===== config.mk =====
export PLATFORM = sky130hd
export DESIGN_NAME = vec_alu_sequencer
export DESIGN_NICKNAME = d
export VERILOG_FILES = /design/src/rtl/alu_pkg.sv /design/src/rtl/vec_alu_sequencer_lane_select.sv /design/src/rtl/vec_alu_sequencer.sv
export SDC_FILE = /design/constraint.sdc
export NUM_CORES = 1
export LEC_CHECK = 0
export CORE_UTILIZATION = 49
export CTS_CLUSTER_SIZE = 14
export DETAILED_ROUTE_END_ITERATION = 10
export HOLD_SLACK_MARGIN = 0.03
export PLACE_DENSITY = 0.81
export SYNTH_ARGS = -nofsm -noshare
export SYNTH_HDL_FRONTEND = slang
export SYNTH_HIERARCHICAL = 1
export SYNTH_SLANG_ARGS = --single-unit
export TNS_END_PERCENT = 5

===== constraint.sdc =====
create_clock -name clk -period 2.15 [get_ports clk]
set_input_delay 0.645 -clock clk [delete_from_list [all_inputs] [get_ports clk]]
set_output_delay 0.645 -clock clk [all_outputs]
set_load 0.02 [all_outputs]

===== src/rtl/alu_pkg.sv =====
// Shared opcode encodings and sequencer state type for the execute-stage
// ALU interface.
package alu_pkg;

  typedef logic [2:0] opcode_t;

  localparam opcode_t OP_NOP  = 3'b000;
  localparam opcode_t OP_XOR  = 3'b001;
  localparam opcode_t OP_ADD  = 3'b010;
  localparam opcode_t OP_SUB  = 3'b011;
  localparam opcode_t OP_MUL  = 3'b100;
  localparam opcode_t OP_SHR  = 3'b101;
  localparam opcode_t OP_SHL  = 3'b110;
  localparam opcode_t OP_RSVD = 3'b111;

  typedef enum logic [1:0] {
    IDLE,
    RUN,
    DONE
  } state_t;

endpackage


===== src/rtl/vec_alu_sequencer_lane_select.sv =====
// Combinational extraction of one lane from a packed vector.
module lane_select #(
  parameter int unsigned dataSize = 8,
  parameter int unsigned lanes    = 4
) (
  input  logic [lanes*dataSize-1:0]  vec,
  input  logic [$clog2(lanes)-1:0]   idx,
  output logic [dataSize-1:0]        lane
);

  localparam int unsigned CW = $clog2(lanes);

  always_comb begin
    lane = '0;
    for (int unsigned i = 0; i < lanes; i++) begin
      if (idx == CW'(i)) lane = vec[i*dataSize +: dataSize];
    end
  end

endmodule


===== src/rtl/vec_alu_sequencer.sv =====
// Issues one vector operation lane by lane to an external single-lane ALU
// and assembles the vector result with per-lane zero/neg masks.
module vec_alu_sequencer
  import alu_pkg::*;
#(
  parameter int unsigned dataSize = 8,
  parameter int unsigned lanes    = 4
) (
  input  logic                       clk,
  input  logic                       rst_n,
  input  logic                       in_valid,
  output logic                       in_ready,
  input  logic [2:0]                 in_opcode,
  input  logic [lanes*dataSize-1:0]  in_vec_a,
  input  logic [lanes*dataSize-1:0]  in_vec_b,
  input  logic                       in_scalar_b,
  output logic [2:0]                 alu_operation_select,
  output logic [dataSize-1:0]        alu_operand1,
  output logic [dataSize-1:0]        alu_operand2,
  input  logic [dataSize-1:0]        alu_result,
  input  logic                       alu_neg_flag,
  input  logic                       alu_zero_flag,
  output logic                       out_valid,
  input  logic                       out_ready,
  output logic [lanes*dataSize-1:0]  out_vec,
  output logic [lanes-1:0]           out_zero_mask,
  output logic [lanes-1:0]           out_neg_mask,
  output logic                       out_all_zero
);

  localparam int unsigned     CW        = $clog2(lanes);
  localparam logic [CW-1:0]   LAST_LANE = CW'(lanes - 1);

  state_t                    state;
  logic [CW-1:0]             lane_cnt;
  opcode_t                   op_q;
  logic [lanes*dataSize-1:0] vec_a_q;
  logic [lanes*dataSize-1:0] vec_b_q;
  logic                      scalar_q;
  logic [CW-1:0]             b_idx;
  logic [dataSize-1:0]       a_lane;
  logic [dataSize-1:0]       b_lane;

  assign b_idx = scalar_q ? '0 : lane_cnt;

  lane_select #(.dataSize(dataSize), .lanes(lanes)) u_sel_a (
    .vec  (vec_a_q),
    .idx  (lane_cnt),
    .lane (a_lane)
  );

  lane_select #(.dataSize(dataSize), .lanes(lanes)) u_sel_b (
    .vec  (vec_b_q),
    .idx  (b_idx),
    .lane (b_lane)
  );

  // ALU drive is gated by state so it reads as idle whenever not issuing.
  always_comb begin
    alu_operation_select = '0;
    alu_operand1         = '0;
    alu_operand2         = '0;
    if (state == RUN) begin
      alu_operation_select = op_q;
      alu_operand1         = a_lane;
      alu_operand2         = b_lane;
    end
  end

  assign out_all_zero = &out_zero_mask;

  always_ff @(posedge clk or negedge rst_n) begin
    if (!rst_n) begin
      state         <= IDLE;
      lane_cnt      <= '0;
      op_q          <= '0;
      vec_a_q       <= '0;
      vec_b_q       <= '0;
      scalar_q      <= 1'b0;
      in_ready      <= 1'b1;
      out_valid     <= 1'b0;
      out_vec       <= '0;
      out_zero_mask <= '0;
      out_neg_mask  <= '0;
    end else begin
      case (state)
        IDLE: begin
          if (in_valid && in_ready) begin
            op_q     <= in_opcode;
            vec_a_q  <= in_vec_a;
            vec_b_q  <= in_vec_b;
            scalar_q <= in_scalar_b;
            lane_cnt <= '0;
            in_ready <= 1'b0;
            if (in_opcode == OP_NOP) begin
              out_vec       <= '0;
              out_zero_mask <= '1;
              out_neg_mask  <= '0;
              out_valid     <= 1'b1;
              state         <= DONE;
            end else begin
              state <= RUN;
            end
          end
        end
        RUN: begin
          for (int unsigned i = 0; i < lanes; i++) begin
            if (lane_cnt == CW'(i)) out_vec[i*dataSize +: dataSize] <= alu_result;
          end
          out_zero_mask[lane_cnt] <= alu_zero_flag;
          out_neg_mask[lane_cnt]  <= alu_neg_flag;
          if (lane_cnt == LAST_LANE) begin
            out_valid <= 1'b1;
            state     <= DONE;
          end else begin
            lane_cnt <= lane_cnt + 1'b1;
          end
        end
        DONE: begin
          if (out_ready) begin
            out_valid <= 1'b0;
            in_ready  <= 1'b1;
            state     <= IDLE;
          end
        end
        default: state <= IDLE;
      endcase
    end
  end

endmodule


==> results by stage <==
Run status:
- The flow ran to the end, but the final reports show violations.
- The final reports fail on setup timing.

STA:
- The count of final setup violators is 19.
- Setup repair after global routing could not meet its margin everywhere.
- The number of pins with negative max-slew slack in the final report is 0.
- The final number of hold-violating endpoints is 0.
- Static timing analysis puts the maximum clock frequency at 373 MHz.
- The period utilization is 125%.
- Subtracting the final worst setup slack from the clock period gives 2.68 ns.
- On the final layout, the worst clock skew is 0.00747 ns.
- The worst setup margin is -0.527 ns.
- The actual slew at the worst max-slew pin is 0.544 ns.
- The relative slew slack is 63.7%.

Worst setup path:
- Traced cell by cell, the critical path runs through buf_4, buf_12, buf_16, mux4_2, and2_1, buf_2.
- The cell class contributing the biggest share of worst-path delay is buffers and inverters.
- The depth of the most critical reg-to-reg path is 8.
- Together, buffers and inverters on the worst path number 4.
- The critical path runs through a total of 6 cells.
- Along the worst path, the maximum fanout reaches 5.
- The slowest library cell on the worst path is dfrtp_2.
- For the worst setup path, the data arrival time is 2.03 ns.
- The required arrival time at the worst endpoint is 1.50 ns.
- The worst setup path category is flop to primary output.
- The worst setup path is launched from a flop.
- The kind of end point of the critical path is a primary output.
- The delay contributed by the slowest stage of the critical path is 0.42 ns.

Pwr:
- The power density over the cells is 677 nW/um^2.
- The total power draw is 5.18 mW.
- The worst ir drop on vdd is 488 uV.
- The static leakage is 3.47 nW.

Layout:
- The most common cell after layout, fill and taps aside is dfrtp_1.
- The filler cell count is 714.
- Across the whole layout, storage elements account for 2860 um^2.
- Leaving out fill and tap cells, the most frequent cells in the layout are dfrtp_1 (112), clkdlybuf4s50_1 (80), mux2_2 (59).
- The area added between synthesis and finish is 44.2%.
- The antenna diode instance count is 0.
- The area of the multi-input gates is 2280 um^2.
- For this run, the number of standard cells in the final layout without fillers is 725.
- The fraction of final layout cells with drive strength greater than 1 is 31.7%.
- The design area is 7660 um^2.
- The final layout contains 662 nets.

Drt:
- The mean number of vias per cell is 5.56.
- In the final routed layout, each cell accounts on average for 18.7 um.
- The wire length after detailed routing is 13600 um.
- The detail route stage leaves a number of antenna-violating nets equal to 0.
- The DRC marker count from the first detailed-route iteration is 175.
- The DRC violation count after routing is 0.
- The number of vias in the routed layout is 4034.
- The number of iterations in the first detailed-routing pass is 5.

Clock tree:
- The total clock buffers created by CTS is 17.
- The maximum number of buffers from clock root to sink is 2.
- After clock tree synthesis, the clock-pin slew on the worst setup and hold paths is 0.06 ns.
- The CTS root buffer is clkbuf_8.
- For this design, the sink count on the clock tree is 114.
- The H-tree level count is 4.
- Buffers inserted to repair hold after CTS numbered 0.
- The later-pin clock latency in the skew report is 0.52 ns.
- TritonCTS built the clock tree.

Synthesis:
- The average cell area after synthesis is 12.9 um^2.
- The combinational family with the most area after synthesis is multiplexers.
- Counting distinct cell types in the post-synthesis netlist gives 30.
- The dominant synthesized flop cell is dfrtp_1.
- After synthesis, the largest area contributor takes up 53.3% of total cell area.
- The largest area contributor in the synthesized netlist is dfrtp_1.
- The synthesized netlist devotes 0% of its cell area to XOR and XNOR gates.
- In the post-synthesis netlist, the biggest area contributors are dfrtp_1 (53%), mux2_2 (13%), mux4_2 (6.8%).
- The synthesized netlist cell count is 413.
- The number of flops mapped to enable cells by yosys is 0.
- The mapped netlist covers 5310 um^2.
- The share of synthesized area spent on multiplexers is 22.1%.
- Summing the sequential cell areas from Yosys gives 53.8% of the chip area.
- The adder-cell area share of the yosys netlist is 0.943%.
- The post-synthesis register bit count is 114.
- Summing the areas of all compound-gate instances in the mapped netlist gives 10.8% of the synthesized area.
- The total number of yosys warnings is 6.
- Of the total synthesized cell area, the portion taken by AND, OR, NAND and NOR gates is 8.25%.
- The net count after synthesis is 499.
- The share of synthesized registers carrying an async set or reset is 100%.

Placed design:
- After legalization and detailed placement, the total HPWL measured 9210 um.
- The count of input and output buffers is 143.
- The cell total after placement is 687.
- Routability-driven placement finished with a final weighted congestion of 0.770.
- In this run the cell area measured after placement is 6980 um^2.
- The worst slack after detailed placement is -0.430 ns.

GRT:
- The number of global-route vias before repair was 4293.
- The first global-routing pass estimated 21900 um of wire.
- Global routing finished with a remaining overflow of 0.
- The initial antenna violation count came to 0.
- The global routing usage summed across all routing layers is 25.6%.
- The pin count of the biggest net entering global routing is 56.

Floorplan:
- The floorplan has 37 rows.
- The region available for standard cell placement spans 10400 um^2.
- The floorplan step set the die width to 106 um.
- For this design the top-level I/O count stands at 144.
- The y dimension of the die is 106 um.
- The die footprint is 11300 um^2.
- For this configuration, the core starts out at a cell density of 51.0%.

Hold path:
- The min-delay analysis places its worst path in the category primary input to async pin.

Run:
- The max-cap check violation count is 0.
[worst register-to-register path, cell delays in order, from the launching register on]
cell and delay (ns):
dfrtp_2 0.42, buf_4 0.15, buf_12 0.12, buf_16 0.13
buf_4 0.14, ha_1 0.27, nor3b_1 0.35, nor2_1 0.10
mux2_2 0.28
[cell usage after synthesis (2+ instances only)]
| master | n |
|---|---|
| o31ai_1 | 4 |
| clkbuf_2 | 2 |
| nor2_1 | 4 |
| dfrtp_1 | 113 |
| and3b_1 | 5 |
| buf_12 | 2 |
| buf_2 | 7 |
| nor2b_1 | 3 |
| mux2_4 | 10 |
| a22oi_1 | 36 |
| and2_1 | 20 |
| clkbuf_1 | 10 |
| mux2_2 | 59 |
| a21oi_1 | 9 |
| ha_1 | 4 |
| o31a_1 | 2 |
| nand2b_1 | 4 |
| o21ai_0 | 40 |
| inv_1 | 5 |
| mux4_2 | 16 |
| buf_6 | 3 |
| nand2_1 | 42 |
| buf_4 | 6 |
[state kept, by name, indices dropped and copies added, names as in the netlist]
register	cells
out_vec	32
vec_a_q	32
vec_b_q	32
out_neg_mask	4
out_zero_mask	4
op_q	3
lane_cnt	2
state	2
in_ready	1
out_valid	1
scalar_q	1
[where the power goes]
part           switching [mW]  internal [mW]  total, mW  leakage [nW]
registers                   0           2.15       2.15          1.40
logic                  0.0779          0.138      0.216          1.79
clock network            1.00           1.82       2.82         0.282
[final timing paths]
| check | start | to | slack, ns |
|---|---|---|---|
| worst max-delay path | lane_cnt[0]$_DFFE_PN0P_ | alu_operand1[2] | -0.53 |
| worst min-delay path | rst_n | out_vec[0]$_DFFE_PN0P_ | 0.05 |
| worst max register to register | lane_cnt[0]$_DFFE_PN0P_ | lane_cnt[0]$_DFFE_PN0P_ | 0.10 |
| worst min register to register | vec_b_q[22]$_DFFE_PN0P_ | vec_b_q[22]$_DFFE_PN0P_ | 0.50 |
| max in group asynchronous | rst_n | in_ready$_DFFE_PN1P_ | 1.46 |
| min in group clk | vec_b_q[22]$_DFFE_PN0P_ | vec_b_q[22]$_DFFE_PN0P_ | 0.50 |
[cell type report]
class,count,share of cell area (%)
clock buffer,19,5.77
inverter,5,0.245
multi-input combinational,264,29.7
tap,136,2.22
clock inverter,13,2.09
timing repair buffer,174,22.6
sequential,114,37.3
[cells by family after synthesis]
kind of cell,count (synthesis)
AOI/OAI and AO/OA,92
adders and majority gates,4
buffers and inverters,35
DFF,114
muxes,85
and+or+nand+nor,83
[metrics by stage]
stage | utilization [%] | setup TNS, ns | hold slack [ns]
finish | 73.5 | -7.54 | 0.0535
detailed placement | 67.0 | -10.27 | 0.491
global route | 73.5 | -8.79 | 0.0642
floorplan | - | 0 | 0.349
CTS | 73.0 | -8.41 | 0.0493
global placement | 67.0 | -8.63 | 0.484
[routing by layer]
metal  share of wire [%]  GRT usage, %
met2                  51          42.9
met4                 1.1          9.42
met3                 7.5          8.28
met1                  41          31.1
met5                   0             0
[what timing repair did]
action / CTS / global route
resized for setup: 146 / 22
endpoints found under the setup margin: 61 / 21
pin swaps: 1 / 4
buffers inserted: 3 / 2
cloned: 1 / 0
Power figures use the tool's default switching activity.
==> edit 1: new RTL, config.mk and constraints unchanged <==
The 3 states of `state_t` get a one-hot encoding in 3 bits.
--- a/src/rtl/alu_pkg.sv
+++ b/src/rtl/alu_pkg.sv
@@ -15,6 +15,6 @@
 
-  typedef enum logic [1:0] {
-    IDLE,
-    RUN,
-    DONE
+  typedef enum logic [2:0] {
+    IDLE = 3'b001,
+    RUN  = 3'b010,
+    DONE = 3'b100
   } state_t;
Behaviour: no difference found for any inputs over 4 cycles, from zero or initial values and one cycle with rst_n low; so few cycles prove little.
==> edit 1 against the original RTL <==
- the flow still finishes with violations (setup timing)
- routed wire length up 10%
- core utilization down 0.055 points
- critical endpoint is now alu_operand2[4]
- design area up 5.8%
- setup slack better by 0.074 ns
- maximum frequency up 2.9%
- clock power up 11%
- clock skew down 0.0038 ns
- sequential cell count up 1
- synthesized area up 6.3%
- global-route usage up 0.68 points
- combinational power down 4%
- power up 6.2%
==> edit 1: results (changes against the original RTL) <==
* Largest registers in the final layout: out_vec: 32 flops, vec_a_q: 32 flops, vec_b_q: 32 flops
* Synth Warn # at 6 (unchanged)
* Outcome: complete, but fails checks
* Slowest-stage cell, CP: mux4_2
* Syn nets at 530 (+6.2%)
* Final Net Count at 693 (+4.7%)
* Sequential-to-total area share from yosys stat at 0.5105 (-0.02706)
* Postcts setup bufs at 2 (-1)
* R2R cell count at 8 (unchanged)
* Pre-antenna DRT Iters at 5 (unchanged)
* Hold Slack at 0.1698 ns (+0.1163 ns)
* Ys async rst share at 1.000 (unchanged)
* CTS Root Cell: clkbuf_16
* Leakage at 3.685 nW (+6.2%)
* DRT Wirelength at 14.98 mm (+10%)
* Placed Cells at 722 (+5.1%)
* Synth area leaders: dfrtp_1, mux2_2, mux4_2
* GP Congestion at 0.8392 (+8.9%)
* Worst setup margin at -0.4532 ns (+0.07420 ns)
* Arr. time, crit path at 1.96 ns (-0.07 ns)
* Detailed Route Iter0 Violations at 261 (+49%)
* Worst slack at placement at -0.4442 ns (-0.01411 ns)
* Worst r2r src: lane_cnt[0]
* Power Internal at 4.424 mW (+7.8%)
* H-tree depth at 4 (unchanged)
* Clk_skew at 0.003671 ns (-0.003799 ns)
* Synth top cells by count: dfrtp_1, mux2_2, a22oi_1
* Post-synth cell types at 39 (+30%)
* Skew-Pair Late Insertion Delay at 0.41 ns (-0.11 ns)
* GRT Total Usage at 0.2631 (+0.006807)
* Finished Layout Cells at 760 (+4.8%)
* Cells after Synth at 444 (+7.5%)
* Worst-path fanout max at 3 (-2)
* Largest net degree at the start of global routing at 43 (-23%)
* Port Buffer Count at 143 (unchanged)
* Peak supply drop at 0.4891 mV (+0.26%)
* Setup_tns at -6.433 ns (+1.104 ns)
* Layout cells sized above 1 at 0.3306 (+0.01316)
* Largest stage delay, worst path at 0.52 ns (+0.10 ns)
* Flop2flop setup slack at 0.12 ns (+0.02 ns)
* Vias in the first global route at 4647 (+8.2%)
* Fillers at 707 (-0.98%)
* CTS max path bufs at 2 (unchanged)
* Placement Cell Area at 7323 sq um (+4.9%)
* Final Setup Violations at 19 (unchanged)
* RR Endpoint: out_vec[31]
* Num CTS Buffers at 17 (unchanged)
* First-pass GRT wire length at 23.52 mm (+7.6%)
* Cts repair resizes at 116 (-21%)
* # diodes at 0 (unchanged)
* Hpwl dp at 9.758 mm (+5.9%)
* Routed via count at 4352 (+7.9%)
* Slew at the pin with the worst max-slew slack at 0.4543 ns (-0.09011 ns)
* Cell family with most CP delay: multiplexers
* Violated checks: setup timing
edit 1: final cells by class:
type | count | area, sq um | share of cell area
flip-flops and latches | 115 | 2883 | 0.3558
multi-input cells | 288 | 2531 | 0.3124
repair buffers | 181 | 1837 | 0.2267
clock buffers | 20 | 456.7 | 0.05637
clock inverters | 12 | 203.9 | 0.02517
well taps | 140 | 175.2 | 0.02162
inverters | 4 | 15.01 | 0.001853
edit 1: how the worst max path moves through the flow:
stage,slack [ns],cells past startpoint,startpoint,to
after detailed placement,-0.44,6,lane_cnt[0],alu_operand2[6]
after floorplan,0.03,5,lane_cnt[0],alu_operand2[0]
after global routing,-0.52,6,lane_cnt[0],alu_operand2[3]
after CTS,-0.45,6,lane_cnt[0],alu_operand2[5]
after global placement,-0.42,6,lane_cnt[0],alu_operand2[5]
final,-0.45,6,lane_cnt[0],alu_operand2[4]
edit 1: routing by layer:
layer,global-route usage,share of wire,vias to the layer above
met5,0,0,-
met4,0.1095,0.013,0
met3,0.07350,0.068,16
met2,0.4376,0.52,169
met1,0.3232,0.40,2227
li1,-,-,1940
edit 1: logic make-up after synthesis:
| kind of cell | share of synthesized area |
|---|---|
| adders and majority gates | 0.008872 |
| buffers and inverters | 0.04923 |
| muxes | 0.1996 |
| xor gates and xnor gates | 0.001553 |
| DFF | 0.5105 |
| and+or+nand+nor | 0.1282 |
| AOI/OAI and AO/OA | 0.1020 |
edit 1: power by group through the flow:
stage               Clock, mW  Combinational, mW  Sequential (mW)
detailed placement          0              0.209             2.20
global route             3.25              0.223             2.17
global placement            0              0.204             2.20
floorplan                   0            0.00305             2.20
finish                   3.13              0.207             2.17
CTS                      3.16              0.210             2.17
==> edit 2: new RTL, same settings <==
Made on the original files. `dataSize` is set to 8 in 2 places; all go to 4.
--- a/src/rtl/vec_alu_sequencer_lane_select.sv
+++ b/src/rtl/vec_alu_sequencer_lane_select.sv
@@ -2,3 +2,3 @@
 module lane_select #(
-  parameter int unsigned dataSize = 8,
+  parameter int unsigned dataSize = 4,
   parameter int unsigned lanes    = 4
--- a/src/rtl/vec_alu_sequencer.sv
+++ b/src/rtl/vec_alu_sequencer.sv
@@ -5,3 +5,3 @@
 #(
-  parameter int unsigned dataSize = 8,
+  parameter int unsigned dataSize = 4,
   parameter int unsigned lanes    = 4
Ports: changed (6 resized); port bits go from 144 to 84. The function was not compared with the original's and may differ.
==> edit 2 against the original RTL <==
- the flow still finishes with violations (setup timing)
- non-clock buffer count shrank 75
- power grew 17%
- synthesized area shrank 40%
- clock skew shrank 0.00064 ns
- core utilization shrank 2.1 points
- combinational power grew to 13 times the old value
- design area shrank 43%
- maximum frequency grew 11%
- routed wire length shrank 47%
- sequential cell count shrank 48
- via count shrank 36%
- highest routed layer unchanged
- register-to-register slack gained 0.41 ns
- setup slack gained 0.26 ns
- synthesized cell count shrank 25%
==> edit 2: results (changes against the original RTL) <==
* Outcome: complete, but fails checks
* Violated checks: setup timing
* Largest registers in the final layout: out_vec: 16 flops, vec_a_q: 16 flops, vec_b_q: 16 flops
* Initial antenna violation count at 0 (unchanged)
* Layout cells sized above 1 at 0.1663 (-0.1512)
* Worst slack at placement at -0.4382 ns (-0.008041 ns)
* Placement Cell Area at 4125 sq um (-41%)
* Final Net Count at 454 (-31%)
* Leakage at 2.108 nW (-39%)
* Slew HR at 0.7323 (+0.09526)
* Syn nets at 358 (-28%)
* Slowest-stage cell, CP: mux4_2
* Ys async rst share at 1.000 (unchanged)
* First-pass GRT wire length at 12.25 mm (-44%)
* Die area at 6799 sq um (-40%)
* Setup_tns at -1.750 ns (+5.787 ns)
* CTS max path bufs at 2 (unchanged)
* Clk_skew at 0.006830 ns (-0.0006396 ns)
* Hpwl dp at 5.067 mm (-45%)
* Detailed Route Iter0 Violations at 164 (-6.3%)
* Cell family with most CP delay: multiplexers
* H-tree depth at 3 (-1)
* Fin. Hold Viols at 0 (unchanged)
* Clock slew at reported path FFs at 0.07 ns
* Routed via count at 2578 (-36%)
* Worst Hold Class: input port to asynchronous set/reset pin
* Pins Over Slew Limit at 0 (unchanged)
* Synth top cells by count: nand2_1, dfrtp_1, a22o_1
* Peak supply drop at 0.7530 mV (+54%)
* GP Congestion at 0.7511 (-2.5%)
* Worst-path fanout max at 4 (-1)
* Post-synth cell types at 36 (+20%)
* Arr. time, crit path at 1.77 ns (-0.26 ns)
* Num CTS Buffers at 9 (-8)
* Pre-antenna DRT Iters at 4 (-1)
* Largest net degree at the start of global routing at 67 (+20%)
* CTS Root Cell: clkbuf_8
* Skew-Pair Late Insertion Delay at 0.33 ns (-0.19 ns)
* Sequential-to-total area share from yosys stat at 0.5211 (-0.01649)
* Final Setup Violations at 8 (-11)
* Largest stage delay, worst path at 0.53 ns (+0.11 ns)
* Synth area leaders: dfrtp_1, nand2_1, mux4_1
* Port Buffer Count at 83 (-42%)
* GRT Total Usage at 0.2459 (-0.01038)
* DRT Wirelength at 7.233 mm (-47%)
* Synth Flop Type: dfrtp_1
* Synth Warn # at 6 (unchanged)
* Worst setup margin at -0.2684 ns (+0.2590 ns)
* # diodes at 0 (unchanged)
==> edit 2: changes by cell type after synthesis, moves of 8 or more <==
cell / unedited run / this run
a22o_1: 1 / 14
a22o_2: 0 / 8
a22oi_1: 36 / 4
and2_1: 20 / 11
dfrtp_1: 113 / 65
mux2_2: 59 / 1
mux2_4: 10 / 0
mux4_1: 0 / 8
mux4_2: 16 / 0
nand2_1: 42 / 121
o21ai_0: 40 / 7
==> edit 2: cell families (layout without fill, tap and decap cells) <==
kind of cell               after synthesis  count (layout)  synth area share
AOI/OAI and AO/OA                       49              49            0.1278
adders and majority gates                4               4           0.01578
buffers and inverters                   25             126           0.04457
DFF                                     66              66            0.5211
muxes                                    9               9           0.06982
and+or+nand+nor                        155             155            0.2209
==> edit 2: through the flow <==
stage | total power [mW] | hold slack, ns | instances | util
2_1_floorplan | 3.741 | 0.3494 | 308 | -
3_3_place_gp | 4.680 | 0.4498 | 466 | 0.6767
3_5_place_dp | 4.800 | 0.4545 | 466 | 0.6767
4_1_cts | 6.076 | 0.3290 | 484 | 0.7128
5_1_grt | 6.486 | 0.3365 | 484 | 0.7143
6_report | 6.041 | 0.3136 | 484 | 0.7143
==> edit 2: worst paths after layout <==
check	from	end	slack, ns	cells past startpoint
setup / recovery	lane_cnt[0]	alu_operand2[2]	-0.27	5
hold reg to reg	vec_a_q[5]	vec_a_q[5]	0.47	2
setup reg to reg	lane_cnt[1]	out_vec[7]	0.51	6
min in group clk	vec_a_q[5]	vec_a_q[5]	0.47	2
hold / removal	rst_n	out_vec[15]	0.31	2
max in group asynchronous	rst_n	in_ready	1.53	2
==> edit 2: power breakdown <==
group          switching, mW  total, mW  internal [mW]
Sequential             0.345       2.13           1.78
Combinational           1.30       2.71           1.41
Clock                  0.458       1.20          0.746
==> edit 2: cell type report <==
type,count,area (sq um)
sequential,66,1654
fill,479,1742
clock inverter,4,72.57
timing repair buffer,99,953.4
clock buffer,12,165.2
inverter,11,41.29
multi-input combinational,217,1374
tap,75,93.84
==> edit 2: repair_timing <==
action,CTS,global route
endpoints found under the setup margin,13,8
setup buffers,2,0
gates resized for setup,53,3
pin swaps,1,1
==> edit 2: layer usage <==
| metal | GRT usage | up-vias | wire length, microns |
|---|---|---|---|
| li1 | - | 1233 | - |
| met1 | 0.3237 | 1255 | 3146 |
| met2 | 0.3934 | 82 | 3645 |
| met3 | 0.05934 | 8 | 369 |
| met4 | 0.09474 | 0 | 71 |
| met5 | 0 | - | 0 |
